$ cat src/rtl/wshb_sdram_arbiter.sv
// wshb_sdram_arbiter
//   Shares one SDRAM Wishbone slave between two Wishbone masters.
//   M0 is the video stream reader, M1 the frame writer / pattern generator.
//   Round-robin arbitration at Wishbone-cycle granularity: once a master is
//   granted it keeps the slave until it drops cyc, so bursts are never split.
//
// Ports
//   sys_clk, sys_rst            clock, asynchronous active-high reset
//   m0_* / m1_*                 master request inputs (cyc, stb, we, adr,
//                               dat_ms, sel, cti, bte) and response outputs
//                               (ack, err, rty gated by grant; dat_sm broadcast)
//   s_*                         slave request outputs muxed from the granted
//                               master, slave response inputs
//   gnt                         one-hot grant: 01=M0, 10=M1, 00=none
module wshb_sdram_arbiter #(
  parameter int ADR_W  = 32,
  parameter int DATA_W = 32
) (
  input  logic                  sys_clk,
  input  logic                  sys_rst,
  // master 0
  input  logic                  m0_cyc,
  input  logic                  m0_stb,
  input  logic                  m0_we,
  input  logic [ADR_W-1:0]      m0_adr,
  input  logic [DATA_W-1:0]     m0_dat_ms,
  input  logic [DATA_W/8-1:0]   m0_sel,
  input  logic [2:0]            m0_cti,
  input  logic [1:0]            m0_bte,
  output logic                  m0_ack,
  output logic                  m0_err,
  output logic                  m0_rty,
  output logic [DATA_W-1:0]     m0_dat_sm,
  // master 1
  input  logic                  m1_cyc,
  input  logic                  m1_stb,
  input  logic                  m1_we,
  input  logic [ADR_W-1:0]      m1_adr,
  input  logic [DATA_W-1:0]     m1_dat_ms,
  input  logic [DATA_W/8-1:0]   m1_sel,
  input  logic [2:0]            m1_cti,
  input  logic [1:0]            m1_bte,
  output logic                  m1_ack,
  output logic                  m1_err,
  output logic                  m1_rty,
  output logic [DATA_W-1:0]     m1_dat_sm,
  // slave
  output logic                  s_cyc,
  output logic                  s_stb,
  output logic                  s_we,
  output logic [ADR_W-1:0]      s_adr,
  output logic [DATA_W-1:0]     s_dat_ms,
  output logic [DATA_W/8-1:0]   s_sel,
  output logic [2:0]            s_cti,
  output logic [1:0]            s_bte,
  input  logic                  s_ack,
  input  logic                  s_err,
  input  logic                  s_rty,
  input  logic [DATA_W-1:0]     s_dat_sm,
  // grant
  output logic [1:0]            gnt
);

  // State encoding doubles as the one-hot grant vector.
  localparam logic [1:0] IDLE = 2'b00;
  localparam logic [1:0] GNT0 = 2'b01;
  localparam logic [1:0] GNT1 = 2'b10;

  logic [1:0] state_q, state_d;
  logic       last_gnt_q, last_gnt_d;   // 0 = M0 served last, 1 = M1

  always_ff @(posedge sys_clk or posedge sys_rst) begin
    if (sys_rst) begin
      state_q    <= IDLE;
      last_gnt_q <= 1'b1;               // M0 wins the first tie
    end else begin
      state_q    <= state_d;
      last_gnt_q <= last_gnt_d;
    end
  end

  always_comb begin
    state_d    = state_q;
    last_gnt_d = last_gnt_q;
    case (state_q)
      IDLE: begin
        if (m0_cyc && m1_cyc) state_d = last_gnt_q ? GNT0 : GNT1;
        else if (m0_cyc)      state_d = GNT0;
        else if (m1_cyc)      state_d = GNT1;
      end
      // The cycle in which the owner drops cyc is the handover cycle: the
      // slave sees cyc low there, and the waiting master owns the next one.
      GNT0: begin
        if (!m0_cyc) begin
          last_gnt_d = 1'b0;
          state_d    = m1_cyc ? GNT1 : IDLE;
        end
      end
      GNT1: begin
        if (!m1_cyc) begin
          last_gnt_d = 1'b1;
          state_d    = m0_cyc ? GNT0 : IDLE;
        end
      end
      default: state_d = IDLE;
    endcase
  end

  logic g0, g1;
  assign g0  = (state_q == GNT0);
  assign g1  = (state_q == GNT1);
  assign gnt = state_q;

  // Request mux; everything is zero while nobody owns the slave.
  always_comb begin
    s_cyc    = 1'b0;
    s_stb    = 1'b0;
    s_we     = 1'b0;
    s_adr    = '0;
    s_dat_ms = '0;
    s_sel    = '0;
    s_cti    = '0;
    s_bte    = '0;
    if (g0) begin
      s_cyc    = m0_cyc;
      s_stb    = m0_stb;
      s_we     = m0_we;
      s_adr    = m0_adr;
      s_dat_ms = m0_dat_ms;
      s_sel    = m0_sel;
      s_cti    = m0_cti;
      s_bte    = m0_bte;
    end else if (g1) begin
      s_cyc    = m1_cyc;
      s_stb    = m1_stb;
      s_we     = m1_we;
      s_adr    = m1_adr;
      s_dat_ms = m1_dat_ms;
      s_sel    = m1_sel;
      s_cti    = m1_cti;
      s_bte    = m1_bte;
    end
  end

  // Responses only reach the owner; read data is broadcast.
  assign m0_ack    = s_ack & g0;
  assign m0_err    = s_err & g0;
  assign m0_rty    = s_rty & g0;
  assign m1_ack    = s_ack & g1;
  assign m1_err    = s_err & g1;
  assign m1_rty    = s_rty & g1;
  assign m0_dat_sm = s_dat_sm;
  assign m1_dat_sm = s_dat_sm;

endmodule

$ cat config.mk
export PLATFORM = sky130hd
export DESIGN_NAME = wshb_sdram_arbiter
export DESIGN_NICKNAME = d
export VERILOG_FILES = /design/src/rtl/wshb_sdram_arbiter.sv
export SDC_FILE = /design/constraint.sdc
export NUM_CORES = 1
export LEC_CHECK = 0
export BUFFER_PORTS_ARGS = -buffer_cell sky130_fd_sc_hd__buf_2
export CORE_AREA = 8 8 126 128
export CTS_CLUSTER_DIAMETER = 40
export DETAILED_ROUTE_END_ITERATION = 8
export DIE_AREA = 0 0 134 136
export SETUP_SLACK_MARGIN = 0.5
export SKIP_CTS_REPAIR_TIMING = 1
export SYNTH_ARGS = -nofsm -noshare
export SYNTH_HDL_FRONTEND = slang
export SYNTH_SLANG_ARGS = --single-unit
$ cat constraint.sdc
create_clock -name sys_clk -period 1.7 [get_ports sys_clk]
set_clock_uncertainty 0.1 [all_clocks]
set_input_delay 0.34 -clock sys_clk [delete_from_list [all_inputs] [get_ports sys_clk]]
set_output_delay 0.34 -clock sys_clk [all_outputs]
set_load 0.02 [all_outputs]
==> results of run 1 <==
[power by group]
part	internal (mW)	total, mW	switching, mW	leakage [nW]
logic	1.96	3.55	1.58	1.99
clock network	0.310	0.379	0.0689	0.0382
registers	0.105	0.130	0.0246	0.0332
[worst reg2reg max path: cells and delay by family, from the launching register on]
| kind | cells | cell delay [ns] |
|---|---|---|
| buffers and inverters | 2 | 0.25 |
| AO/OA/AOI/OAI | 1 | 0.07 |
| flip-flops | 1 | 0.42 |
| AND/OR/NAND/NOR | 2 | 0.24 |
[metal layers]
| metal | routed length [um] | up-vias |
|---|---|---|
| met5 | 0 | - |
| met4 | 152 | 0 |
| met3 | 1280 | 19 |
| met2 | 6080 | 201 |
| met1 | 3830 | 1011 |
| li1 | - | 1002 |
[layout by cell type, fill, tap and decap left out, types with 2 or more instances in the layout]
cell type	synthesis	layout
and2_4	0	6
buf_12	0	6
buf_4	67	13
nor2_1	2	2
clkbuf_16	0	12
and2_1	8	2
a22o_4	0	60
buf_6	2	76
buf_2	12	158
o22ai_1	2	2
o21ai_0	2	2
dfrtp_2	0	2
buf_16	0	2
a22o_1	76	16
[final cells by class]
type                       count  area, um^2
clock buffer                   4        78.8
fill                        1501       10200
inverter                       2        7.51
multi-input combinational     94        1320
sequential                     3        78.8
tap                          184         230
timing repair buffer         266        2170
[cells in the mapped netlist]
cell / count
and2_1: 8
nor2_4: 1
inv_1: 2
o22ai_1: 2
nor2_1: 2
o21ai_0: 2
nor2b_1: 2
buf_4: 67
buf_6: 2
dfstp_2: 1
dfrtp_1: 2
nand2_1: 1
a22o_1: 76
buf_2: 12
[cell families (layout without fill, tap and decap cells)]
kind of cell / count (synthesis) / in the layout / synth area share [%]
flops: 3 / 3 / 5.29
compound gates: 80 / 80 / 47.7
simple gates: 14 / 14 / 5.90
buf+inv: 83 / 272 / 41.1
[stage by stage]
| step | instances | TNS, ns | setup slack, ns | utilization, % |
|---|---|---|---|---|
| after floorplan | 180 | -0.0189 | -0.00270 | - |
| after global placement | 529 | -0.841 | -0.0429 | 20.9 |
| after detailed placement | 529 | -1.74 | -0.0595 | 20.9 |
| after CTS | 533 | -21.36 | -0.301 | 21.4 |
| after global routing | 553 | -20.12 | -0.270 | 27.7 |
| final | 553 | -17.61 | -0.242 | 27.7 |
[registers in the layout, indices dropped and copies added (netlist names)]
signal and cells:
gnt 2, last_gnt_q 1
[worst max path at each step]
stage | startpoint | end | slack, ns | cells after the start
floorplan | gnt[1]$_DFFE_PP0P_ | s_adr[15] | -0.003 | 5
global placement | gnt[0]$_DFFE_PP0P_ | s_adr[1] | -0.04 | 5
detailed placement | gnt[0]$_DFFE_PP0P_ | s_dat_ms[26] | -0.06 | 5
CTS | gnt[0]$_DFFE_PP0P_ | s_dat_ms[26] | -0.30 | 5
global route | gnt[0]$_DFFE_PP0P_ | s_adr[17] | -0.27 | 6
finish | gnt[0]$_DFFE_PP0P_ | s_sel[0] | -0.24 | 6
==> impl_metrics.ini, run 1 <==
[outcome]
status = finished with violations
violations = negative setup slack

[placement]
gp_congestion = 0.748
io_buffers = 240
hpwl_mm = 8.63
dpl-instance-area_um2 = 2930

[sta]
post-route-period-util_pct = 114
finalSetupViolCount = 82
holdWs_ns = 0.292
max_slew.worst_pin.slew_ns = 0.270
fmax_mhz = 515
rsz0062_at_grt = yes
fin_crit_ns = 1.94
finalHoldViolations = 0
maxSlewHeadroom_pct = 82.0
fin_ws_ns = -0.242
drv_slew = 0

[power]
p_leak_nw = 2.06
power_density_nw_per_um2 = 1040
ir_drop_uv = 335
power_mw = 4.06

[global_route]
grt_usage_pct = 9.46
grt_pass1_vias = 2402
antenna_found_initial = 0
use_met1_pct = 9.39
grt_max_degree = 43
grtUsageMet3_pct = 4.25
busiest_layer = met2
grt_overflow = 0
grt_pass1_wl_mm = 13.7
grt_util_met2_pct = 17.8

[cts]
cts.sinks = 3
cts.htree.levels = 1
cts_tree = yes
clockRootBuffer = clkbuf_16
insertion_delay_ns = 0.22
clk_pin_slew_ns = 0.03
ctsLongestPathBuffers = 2
numCtsBuffers = 3

[yosys]
ys_seq_elements = 3
synth.largest_area_cell = a22o_1
yosysTopAreaCellShare_pct = 46.1
ys_types = 14
yosys-top-cells-area = a22o_1 (46%), buf_4 (35%), buf_2 (4.2%)
seq_area_frac_synth_pct = 5.29
synth_area_per_cell_um2 = 8.01
syn_area_um2 = 1440
synth_nets = 369
synth_warnings = 0
synthCells = 180

[die]
coreArea_um2 = 14000
dieArea_um2 = 18200
die_h_um = 136
io_pins = 337
initial_core_util_pct = 10.3
fp-row-count = 44
die_w_um = 134

[setup_path]
path_class = reg2out
cp-end-kind = output port
max_stage_delay_ns = 0.42
arrival_ns = 1.50
cp_slowest_cell = dfrtp_2
crit_fanout = 8
critical_path.top_delay_family = buffers and inverters
r2r_slack_ns = 0.50
rr_startpoint = gnt[1]$_DFFE_PP0P_
worstRegToRegCells = 5
r2r-end = gnt[1]$_DFFE_PP0P_
cp_num_buf_inv = 4
crit_path_start_kind = flip-flop
required_ns = 1.26
cp_cell_sequence = inv_2 -> nor2_4 -> buf_12 -> clkbuf_16 -> a22o_4 -> buf_6

[layout]
antennaDiodeCount = 0
nets = 559
layout-drive-gt1-share_pct = 92.1
syn2layout_area_growth_pct = 169
final_cell_area_um2 = 3890

[detailed_routing]
finalWirelength_mm = 11.3
dr.first_iter.drc_count = 42
wl_per_cell_um = 20.5
drtAntennaViolNets = 0
drc = 0
vias = 2233
vias_per_cell = 4.04
first_pass_iters = 4

[job]
cap_violations = 0

[hold_path]
min-delay-start = m0_cyc
hold_depth = 2
hold_path_class = in2reg
min_to = gnt[0]$_DFFE_PP0P_
No activity file was read; power rests on OpenSTA's default activity.
==> run 2: changes to the inputs <==
- TNS_END_PERCENT: not set -> 1
==> impl_metrics.ini, run 2 (synthesis results as in run 1) <==
[placement]
io_buffers = 240
gp_congestion = 0.774
hpwl_mm = 7.68
dpl-instance-area_um2 = 2390

[detailed_routing]
finalWirelength_mm = 8.90
vias = 2025
dr.first_iter.drc_count = 82
drc = 0
wl_per_cell_um = 16.7
drtAntennaViolNets = 0
vias_per_cell = 3.79
first_pass_iters = 4

[cts]
ctsLongestPathBuffers = 2
cts.htree.levels = 1
cts.sinks = 3
clk_pin_slew_ns = 0.03
cts_tree = yes
numCtsBuffers = 3
insertion_delay_ns = 0.22
clockRootBuffer = clkbuf_16

[global_route]
grt_max_degree = 41
use_met1_pct = 8.11
grtUsageMet3_pct = 3.10
grt_pass1_wl_mm = 11.8
busiest_layer = met2
antenna_found_initial = 0
grt_pass1_vias = 2177
grt_usage_pct = 8.30
grt_overflow = 0
grt_util_met2_pct = 14.9

[sta]
post-route-period-util_pct = 109
rsz0062_at_grt = yes
maxSlewHeadroom_pct = 87.7
max_slew.worst_pin.slew_ns = 0.185
fin_ws_ns = -0.151
fin_crit_ns = 1.85
drv_slew = 0
fmax_mhz = 540
finalHoldViolations = 0
finalSetupViolCount = 82

[hold_path]
hold_path_class = in2reg

[setup_path]
cp-end-kind = output port
arrival_ns = 1.41
crit_path_start_kind = flip-flop
required_ns = 1.26
path_class = reg2out
crit_fanout = 39

[layout]
nets = 540
largest_reg_flops = 2
syn2layout_area_growth_pct = 97.4
layout-drive-gt1-share_pct = 73.1
antennaDiodeCount = 0
final_cell_area_um2 = 2850
seqCellArea_um2 = 78.8
layout_common_cells = buf_2 (158), a22o_1 (76), buf_6 (42), buf_4 (42), and2_1 (8)
multiInputGateArea_um2 = 783
fillers = 1572
utilization_pct = 20.3
layout_commonest_cell = buf_2

[outcome]
status = finished with violations
violations = negative setup slack

[die]
io_pins = 337
dieArea_um2 = 18200
die_h_um = 136
initial_core_util_pct = 10.3
die_w_um = 134
coreArea_um2 = 14000
fp-row-count = 44

[power]
ir_drop_uv = 301
p_leak_nw = 1.54
power_mw = 2.95
power_density_nw_per_um2 = 1040

[job]
cap_violations = 0
-- run 2: worst paths after layout --
check,startpoint,end,slack [ns],depth (start not counted)
max,gnt[0]$_DFFE_PP0P_,s_adr[3],-0.15,4
min,m0_cyc,gnt[0]$_DFFE_PP0P_,0.32,2
max reg2reg,gnt[0]$_DFFE_PP0P_,gnt[0]$_DFFE_PP0P_,0.58,4
min reg2reg,last_gnt_q$_DFFE_PP1P_,last_gnt_q$_DFFE_PP1P_,0.40,2
max in group asynchronous,sys_rst,last_gnt_q$_DFFE_PP1P_,0.85,3
min in group asynchronous,sys_rst,gnt[0]$_DFFE_PP0P_,0.44,3
-- run 2: metal layers --
layer	wire (um)	vias to the layer above
li1	-	955
met5	0	-
met3	941	28
met2	4640	150
met1	3000	892
met4	323	0
-- run 2: worst max-delay path: stages (launching register included) --
cell     delay [ns]
dfrtp_2        0.43
nor2b_4        0.18
buf_12         0.21
a22o_1         0.20
buf_6          0.13
-- run 2: final cells by class --
type	count	area share, %
tap	184	8.08
clock buffer	4	2.77
timing repair buffer	247	58.6
sequential	3	2.77
multi-input combinational	94	27.5
inverter	2	0.264
-- run 2: where the power goes --
| part | internal, mW | switching [mW] | total [mW] |
|---|---|---|---|
| Sequential | 0.106 | 0.0251 | 0.131 |
| Clock | 0.310 | 0.0664 | 0.376 |
| Combinational | 1.20 | 1.25 | 2.45 |
| Total | 1.61 | 1.34 | 2.95 |
-- run 2: through the flow --
stage / cells / hold WS [ns] / setup WS [ns] / setup TNS (ns)
final: 534 / 0.318 / -0.151 / -8.53
after global routing: 534 / 0.349 / -0.211 / -14.00
after CTS: 533 / -0.117 / -0.194 / -12.32
after detailed placement: 529 / 0.121 / 0.0462 / 0
after global placement: 529 / 0.115 / 0.0616 / 0
after floorplan: 180 / -0.00698 / -0.00338 / -0.0237
